===== config.mk =====
export PLATFORM = sky130hd
export DESIGN_NAME = upower_exec_unit
export DESIGN_NICKNAME = d
export VERILOG_FILES = /design/src/rtl/upower_exec_unit.sv
export SDC_FILE = /design/constraint.sdc
export NUM_CORES = 1
export LEC_CHECK = 0
export BUFFER_PORTS_ARGS = -buffer_cell sky130_fd_sc_hd__buf_2
export CORE_AREA = 2 2 260 262
export DETAILED_ROUTE_END_ITERATION = 10
export DIE_AREA = 0 0 262 264
export PLACE_DENSITY = 0.51
export SLEW_MARGIN = 20
export SYNTH_ARGS = -nofsm -noshare
export SYNTH_HDL_FRONTEND = slang
export SYNTH_SLANG_ARGS = --single-unit

===== constraint.sdc =====
create_clock -name clk -period 5.79 [get_ports clk]
set_input_delay 0.8685 -clock clk [delete_from_list [all_inputs] [get_ports clk]]
set_output_delay 0.8685 -clock clk [all_outputs]
set_load 0.005 [all_outputs]

===== src/rtl/upower_exec_unit.sv =====
// upower_exec_unit: execute stage of the 64-bit uPOWER pipeline.
// Main control decode, ALU-control decode, operand-B mux and a 64-bit ALU,
// all captured in an EX/MEM register (1-cycle latency).
// Optional build macro: UPWR_EXEC_BRANCH_TARGET_EN adds pc_in/branch_target.
module upower_exec_unit #(
  parameter int XLEN = 64
) (
  input  logic            clk,
  input  logic            reset,
  input  logic            in_valid,
  input  logic [31:0]     instr,
  input  logic [XLEN-1:0] ra_data,
  input  logic [XLEN-1:0] rb_data,
  input  logic            stall,
  input  logic            flush,
`ifdef UPWR_EXEC_BRANCH_TARGET_EN
  input  logic [XLEN-1:0] pc_in,
  output logic [XLEN-1:0] branch_target,
`endif
  output logic            out_valid,
  output logic [XLEN-1:0] alu_result,
  output logic            zero,
  output logic            overflow,
  output logic [XLEN-1:0] store_data,
  output logic [4:0]      write_reg,
  output logic            reg_write,
  output logic            mem_read,
  output logic            mem_write,
  output logic            mem_to_reg,
  output logic            jump,
  output logic            branch_taken,
  output logic            illegal
);

  localparam logic [3:0] ALU_AND  = 4'b0000;
  localparam logic [3:0] ALU_OR   = 4'b0001;
  localparam logic [3:0] ALU_ADD  = 4'b0010;
  localparam logic [3:0] ALU_XOR  = 4'b0011;
  localparam logic [3:0] ALU_NAND = 4'b0100;
  localparam logic [3:0] ALU_NOR  = 4'b0101;
  localparam logic [3:0] ALU_SUB  = 4'b0110;
  localparam logic [3:0] ALU_SLT  = 4'b0111;
  localparam logic [3:0] ALU_INV  = 4'b1111;

  logic [5:0]      opcode_s;
  logic [8:0]      xo_s;
  logic [15:0]     imm_s;
  logic            reg_dst_s, alu_src_s, reg_write_s, mem_read_s, mem_write_s;
  logic            mem_to_reg_s, branch_s, jump_s, sign_zero_s, bad_op_s, bad_xo_s;
  logic [1:0]      alu_op_s;
  logic [3:0]      alu_ctrl_s;
  logic [XLEN-1:0] imm_ext_s, op_b_s, alu_res_s;
  logic            ovf_s, zero_s, live_s, illegal_s;
  logic            unused_s;

  assign opcode_s  = instr[31:26];
  assign xo_s      = instr[9:1];
  assign imm_s     = instr[15:0];
  assign unused_s  = ^{instr[10], instr[0]};
  assign live_s    = in_valid & ~flush;
  assign illegal_s = bad_op_s | bad_xo_s;

  // Main control decode from the primary opcode.
  always_comb begin
    reg_dst_s    = 1'b0;
    alu_src_s    = 1'b0;
    reg_write_s  = 1'b0;
    mem_read_s   = 1'b0;
    mem_write_s  = 1'b0;
    mem_to_reg_s = 1'b0;
    branch_s     = 1'b0;
    jump_s       = 1'b0;
    sign_zero_s  = 1'b0;
    bad_op_s     = 1'b0;
    alu_op_s     = 2'b00;
    case (opcode_s)
      6'd31: begin reg_dst_s = 1'b1; reg_write_s = 1'b1; alu_op_s = 2'b10; end
      6'd14: begin alu_src_s = 1'b1; reg_write_s = 1'b1; end
      6'd28, 6'd24, 6'd26: begin
        alu_src_s = 1'b1; reg_write_s = 1'b1; alu_op_s = 2'b11; sign_zero_s = 1'b1;
      end
      6'd58: begin
        alu_src_s = 1'b1; reg_write_s = 1'b1; mem_read_s = 1'b1; mem_to_reg_s = 1'b1;
      end
      6'd62: begin alu_src_s = 1'b1; mem_write_s = 1'b1; end
      6'd19: begin branch_s = 1'b1; alu_op_s = 2'b01; end
      6'd18: begin jump_s = 1'b1; end
      default: bad_op_s = 1'b1;
    endcase
  end

  // ALU-control decode; an unknown opcode also forces the invalid code so it yields 0.
  always_comb begin
    alu_ctrl_s = ALU_INV;
    bad_xo_s   = 1'b0;
    if (bad_op_s) begin
      alu_ctrl_s = ALU_INV;
    end else begin
      case (alu_op_s)
        2'b00: alu_ctrl_s = ALU_ADD;
        2'b01: alu_ctrl_s = ALU_SUB;
        2'b11: begin
          case (opcode_s)
            6'd28:   alu_ctrl_s = ALU_AND;
            6'd24:   alu_ctrl_s = ALU_OR;
            6'd26:   alu_ctrl_s = ALU_XOR;
            default: alu_ctrl_s = ALU_INV;
          endcase
        end
        2'b10: begin
          case (xo_s)
            9'd266:  alu_ctrl_s = ALU_ADD;
            9'd40:   alu_ctrl_s = ALU_SUB;
            9'd28:   alu_ctrl_s = ALU_AND;
            9'd444:  alu_ctrl_s = ALU_OR;
            9'd316:  alu_ctrl_s = ALU_XOR;
            9'd476:  alu_ctrl_s = ALU_NAND;
            9'd124:  alu_ctrl_s = ALU_NOR;
            9'd0:    alu_ctrl_s = ALU_SLT;
            default: begin alu_ctrl_s = ALU_INV; bad_xo_s = 1'b1; end
          endcase
        end
        default: alu_ctrl_s = ALU_INV;
      endcase
    end
  end

  // Operand B: register, or the 16-bit immediate sign/zero-extended.
  always_comb begin
    if (sign_zero_s) begin
      imm_ext_s = {{(XLEN-16){1'b0}}, imm_s};
    end else begin
      imm_ext_s = {{(XLEN-16){imm_s[15]}}, imm_s};
    end
    if (alu_src_s) begin
      op_b_s = imm_ext_s;
    end else begin
      op_b_s = rb_data;
    end
  end

  // 64-bit ALU with signed overflow for ADD/SUB only.
  always_comb begin
    alu_res_s = {XLEN{1'b0}};
    ovf_s     = 1'b0;
    case (alu_ctrl_s)
      ALU_AND:  alu_res_s = ra_data & op_b_s;
      ALU_OR:   alu_res_s = ra_data | op_b_s;
      ALU_XOR:  alu_res_s = ra_data ^ op_b_s;
      ALU_NAND: alu_res_s = ~(ra_data & op_b_s);
      ALU_NOR:  alu_res_s = ~(ra_data | op_b_s);
      ALU_ADD: begin
        alu_res_s = ra_data + op_b_s;
        ovf_s = (ra_data[XLEN-1] == op_b_s[XLEN-1]) && (alu_res_s[XLEN-1] != ra_data[XLEN-1]);
      end
      ALU_SUB: begin
        alu_res_s = ra_data - op_b_s;
        ovf_s = (ra_data[XLEN-1] != op_b_s[XLEN-1]) && (alu_res_s[XLEN-1] != ra_data[XLEN-1]);
      end
      ALU_SLT: begin
        if ($signed(ra_data) < $signed(op_b_s)) begin
          alu_res_s = {{(XLEN-1){1'b0}}, 1'b1};
        end else begin
          alu_res_s = {XLEN{1'b0}};
        end
      end
      default: alu_res_s = {XLEN{1'b0}};
    endcase
  end

  assign zero_s = (alu_res_s == {XLEN{1'b0}});

  // EX/MEM register: flush overrides stall; killed slots drop their side effects.
  always_ff @(posedge clk or posedge reset) begin
    if (reset) begin
      out_valid    <= 1'b0;
      alu_result   <= {XLEN{1'b0}};
      zero         <= 1'b0;
      overflow     <= 1'b0;
      store_data   <= {XLEN{1'b0}};
      write_reg    <= 5'd0;
      reg_write    <= 1'b0;
      mem_read     <= 1'b0;
      mem_write    <= 1'b0;
      mem_to_reg   <= 1'b0;
      jump         <= 1'b0;
      branch_taken <= 1'b0;
      illegal      <= 1'b0;
    end else if (flush || !stall) begin
      out_valid    <= live_s;
      alu_result   <= alu_res_s;
      zero         <= zero_s;
      overflow     <= ovf_s;
      store_data   <= rb_data;
      write_reg    <= reg_dst_s ? instr[15:11] : instr[20:16];
      reg_write    <= live_s & reg_write_s & ~bad_xo_s;
      mem_read     <= live_s & mem_read_s;
      mem_write    <= live_s & mem_write_s;
      mem_to_reg   <= mem_to_reg_s;
      jump         <= live_s & jump_s;
      branch_taken <= live_s & branch_s & zero_s;
      illegal      <= live_s & illegal_s;
    end
  end

`ifdef UPWR_EXEC_BRANCH_TARGET_EN
  logic [XLEN-1:0] branch_target_s;
  assign branch_target_s = pc_in + {{(XLEN-3){1'b0}}, 3'd4}
                         + ({{(XLEN-16){imm_s[15]}}, imm_s} << 2);

  // Branch target register, same load/hold rules as the data outputs.
  always_ff @(posedge clk or posedge reset) begin
    if (reset) begin
      branch_target <= {XLEN{1'b0}};
    end else if (flush || !stall) begin
      branch_target <= branch_target_s;
    end
  end
`endif

endmodule


==> After elaboration in Yosys (flattened, before gate mapping) <==
Cells that the tools add are included.
{ "totals": {"word_cells": 99, "output_inout_bits": 143, "inputBits": 165, "reg_bits": 143} }
{ "classes": {"addsub": 2, "bitwise": 17, "n_reduce_logical": 13, "magnitude_cmp": 1, "muxes": 23, "n_eq_ne": 30} }
{ "op_table": {"columns": ["op", "count"], "rows": [
  ["64-bit one-hot mux with 8 select lines", 1],
  ["64-bit two-way mux", 2],
  ["64-bit NOT", 2],
  ["64-bit adder", 1],
  ["64-bit AND", 1],
  ["64-bit zero test", 1],
  ["64-bit < comparator", 1],
  ["64-bit OR", 1],
  ["64-bit subtractor", 1],
  ["64-bit bitwise XOR", 1],
  ["6-bit by 5-bit equality test with 1-bit output, second input constant", 6],
  ["9-bit equality test, second input constant", 4],
  ["4-bit one-hot mux with 8 select lines", 1],
  ["4-bit by 3-bit equality test with 1-bit output, second input constant", 4],
  ["4-bit one-hot mux with 4 select lines", 1],
  ["1-bit two-way mux", 13],
  ["6-bit equality test, second input constant", 2],
  ["4-bit one-hot mux with 3 select lines", 1],
  ["6-bit OR reduction", 2],
  ["1-bit AND", 9],
  ["9-bit by 5-bit equality test with 1-bit output, second input constant", 1],
  ["9-bit by 6-bit equality test with 1-bit output, second input constant", 1],
  ["9-bit by 7-bit equality test with 1-bit output, second input constant", 1],
  ["9-bit zero test", 1],
  ["other kinds (21)", 27]
]} }

==> Depth between registers and ports, before layout <==
{ "logic_depth": {"depth_word": 10, "mapped_depth": 27, "ltp_nobuf": 23} }

==> Worst setup path before layout <==
OpenSTA, ideal clock, no wires.
{ "synth_path": {"path_kind": "input to register", "from": "input port instr[27]", "to": "register branch_taken", "cell_stages": 25, "t_arrival_ns": 5.897, "slack_ns": -0.183, "required_time_ns": 5.714, "setup_ns": 0.076, "path_buffers": 3, "path_cell_list": "nand2_1 > nor2_1 > a21oi_1 > nor2_1 > a31oi_1 > nor2_1 > clkbuf_1 > clkbuf_1 > mux2_2 > inv_1 > ha_1 > clkbuf_1 > nor2_1 > nand3_1 > a2111oi_0 > o211ai_1 > a21oi_1 > nor2_1 > o21ai_1 > a41o_1 > a31oi_1 > mux2i_1 > a211o_1 > or4_1 > o21ai_1"} }
{ "synth_between": {"elab_chain_len": 10, "elab_cells_between_ends": 46, "cone_classes": "2 x add/sub; 1 x order compare; 19 x eq/ne; 11 x mux; 7 x bitwise; 6 x reduce/logical"} }
{ "synth_lines": {"columns": ["element", "line_no", "rtl"], "rows": [
  ["from (decl)", "11", "input logic [31:0] instr,"],
  ["6-bit by 5-bit equality test with 1-bit output", "76, 103", null],
  ["3-bit OR reduction", "76", "case (opcode_s)"],
  ["1-bit two-way mux / 2-bit one-hot mux with 3 select lines (equally long branches)", "76", null],
  ["64-bit two-way mux, or another cell as far along", "130", "if (sign_zero_s) begin"],
  ["64-bit two-way mux / 4-bit one-hot mux with 4 select lines (equally long branches)", "135, 99", null],
  ["64-bit < comparator, or another cell as far along", "161", "if ($signed(ra_data) < $signed(op_b_s)) begin"],
  ["1-bit two-way mux, or another cell as far along", "161", null],
  ["64-bit one-hot mux with 8 select lines", "146", "case (alu_ctrl_s)"],
  ["64-bit zero test", "171", "assign zero_s = (alu_res_s == {XLEN{1'b0}});"],
  ["1-bit AND (*)", "201", "branch_taken <= live_s & branch_s & zero_s;"],
  ["to (signal assigned)", "201", null],
  ["to (decl)", "31", "output logic branch_taken,"]
]} }
Mark *: on every way between the ends. The rest lies on a longest branch, timed or not.
A chain may end at the register's enable or synchronous reset.

==> Final worst setup path <==
Same ends and word-level chain as after synthesis.

==> impl_results.md <==
- Status: completed
- Dpl ws: -0.9170 ns
- Cts bufs inserted: 17
- Worst EP arrival: 6.06 ns
- Worst Slack Setup Final: 0.1570 ns
- Startpoint Class: input pin
- GP Congestion: 1.004
- P_sw: 2.483 mW
- Post-synth ARST share: 1.000
- Vias per cell: 5.446
- Initial antenna violation count: 2
- Worst VDD drop: 0.2139 mV
- Mapped cell area: 19,670 um^2
- Layout cells sized above 1: 0.3625
- Slew Limit Fails: 0
- Mapped Nets: 3,194
- Final Hold Fails: 0
- Critical path data required time: 6.22 ns
- WL met1: 45,570 um
- Die Y: 264 um
- Pwr/cell area: 190.4 nW/um^2
- Worst Setup End Kind: flip-flop
- First-pass GRT wire length: 154,000 um
- Worst setup startpoint: instr[27]
- Max_cap viols: 0
- Vias in the first global route: 24.49k
- Most frequent cells in the layout: buf_4 (855), nor2_1 (387), nand2_1 (381)
- Critical path class: in2reg
- CP max stage cell: a221oi_1
- Crit path largest cell delay: 0.50 ns
- Max-slew headroom: 0.3447
- Seq cells post-synth: 143
- Clock buffer depth: 2
- Clk_lat worst skew: 0.49 ns
- Gate power share: 0.588
- Sequential-to-total area share from yosys stat: 0.1820
- Drt total wl: 104,700 um
- Via Count: 25.89k
- Number of clock sinks: 143
- Final net count: 4,225
- Peak Freq: 0.1775 GHz
- Sequential Power Share: 0.206
- Syn Area/Cell: 6.937 um^2
- Clock power frac: 0.207
- Post-route DRC: 0
- Worst Hold Class: reg2reg
- Synth unique cells: 96
- CTS tree: built
- Area delta synth->final: 51.48%
- Core Region: 66,560 um^2
- Min-delay src: store_data[60]
- Crit-path max FO: 6
- Skew final: 0 ns
- Placed insts: 4,700
- Switch share: 0.4376
- Post-DRT Antenna Nets: 0
- Row count: 95
- Synthesized instance count: 2,835
- H-tree Lvls: 4
- Period utilization: 0.9729
- Wire length on met2: 46,160 um
- Pin count of the biggest net entering global routing: 144
- Width of the die: 262 um
- Setup TNS: 0 ns
- DR iter-0 viols: 2,890
- Routed met3 length: 8869 um
- EDFF count, synth: 0
- Final Cell Area: 29,790 um^2
- Clock slew seen by the registers of the worst setup and hold paths: 0.07 ns
- Finish-stage setup viols: 0
- Dpl cell area: 28,190 um^2
- Drt wl/cell: 22.03 um
- Final Critical Period: 5.633 ns
- Yosys warning total: 0
- Non-filler instance count after layout: 4,754
- Hold_buf cts: 0
- Most common cell after layout, fill and taps aside: buf_4
- GRT Residual Overflow: 0
- First-pass DRT Iterations: 6
- Reg2reg start: alu_result[47]
- GRT Total Usage: 0.2952
- Pin slew with the least headroom to its limit: 0.9829 ns
- Leakage: 14.74 nW
- Top_reg_cell synth: dfrtp_1
- CTS root buf: clkbuf_16
- HPWL after DPL: 85,180 um
- Most numerous cell on the critical path: buf_4
- Number of port buffers: 302
- Initial Utilization: 0.2955
- Top layer in use: met4
- Internal power: 3.190 mW
- Final core utilization: 0.4475
- I/O Pins: 308
- Die area: 69,170 um^2
-- worst paths after layout --
check                      cells past startpoint        endpoint  slack [ns]
hold reg to reg                                2  store_data[60]        0.46
hold / removal                                 2  store_data[60]        0.46
min in group asynchronous                      3  store_data[61]        0.61
setup / recovery                              30    branch_taken        0.16
max in group asynchronous                      3  store_data[22]        4.54
setup reg to reg                               2  alu_result[47]        4.93
-- cell type report --
type,count,area (um^2)
antenna,2,5.005
clock buffer,18,439.2
clock inverter,14,118.9
fill,7075,36770
inverter,222,838.3
multi-input combinational,2306,15450
sequential,143,3578
tap,873,1092
timing repair buffer,1176,8263
-- Yosys cell counts (all sizes together) (10+ instances only) --
master   count  area [um^2]
o22ai       17        112.6
nor2b       25        156.4
and4        10        87.58
o21ai      148        740.7
dfrtp      143         3578
o211ai      47        357.8
inv        222        833.3
a31oi       38        244.0
nand4       45        281.5
nor4        34        231.5
a21o        31        232.7
o31ai       34        255.2
or2         14        87.58
o21bai      26        195.2
nand2      383         1440
and2        13        81.33
ha         192         2402
a211oi      51        392.9
nor3        68        350.3
nor2       395         1483
mux2i       48        480.5
and3        11        68.82
clkbuf     106        397.9
a22oi       11        87.58
nand2b      17        106.4
o21a        25        187.7
a211o       13        113.9
buf         58        321.6
o221ai      11        96.34
a21oi      245         1234
a311oi      10        93.84
a21boi      11        82.58
mux2        26        292.8
nand3       60        305.3
a2111oi     16        178.9
or3         19        123.9
a221oi      20        187.7
xnor2       42        367.9
o2111ai     12        111.4
-- layer usage --
layer  GRT usage  vias to the layer above
met2      0.4617                     1255
met5           0                        -
met3     0.04452                      235
met1      0.4079                    12180
met4      0.1089                        0
li1            -                    12220
-- power by group through the flow --
stage,clock (mW),combinational [mW],sequential [mW]
6_report,1.17,3.33,1.17
5_1_grt,1.23,3.57,1.18
4_1_cts,1.21,3.13,1.17
3_5_place_dp,0,3.10,1.19
3_3_place_gp,0,3.09,1.18
2_1_floorplan,0,1.40,1.19
-- critical path: cells and delay by family --
| family | cells | cell delay, ns |
|---|---|---|
| AOI/OAI and AO/OA | 8 | 1.67 |
| and+or+nand+nor | 10 | 1.48 |
| buffers and inverters | 9 | 1.28 |
| adders and majority gates | 1 | 0.32 |
| muxes | 1 | 0.23 |
| xor gates and xnor gates | 1 | 0.18 |
-- per-stage QoR --
step	hold slack (ns)	power [mW]
CTS	0.4660	5.501
global route	0.4805	5.981
detailed placement	0.4496	4.281
floorplan	0.4628	2.586
finish	0.4609	5.673
global placement	0.4441	4.273
-- timing repair --
action                                  in CTS  in global routing
pin swaps                                    3                 53
endpoints found under the setup margin       3                  6
gates cloned                                 0                  1
resized for setup                           23                160
buffers inserted                             0                 22
-- kinds of logic after synthesis --
| family | count (synthesis) | synth area share |
|---|---|---|
| and+or+nand+nor | 1130 | 0.2592 |
| AOI/OAI and AO/OA | 863 | 0.2963 |
| buffers and inverters | 386 | 0.07895 |
| adders and majority gates | 194 | 0.1242 |
| DFF | 143 | 0.1820 |
| muxes | 74 | 0.03932 |
| xor gates and xnor gates | 45 | 0.02004 |
Power figures use the tool's default switching activity.
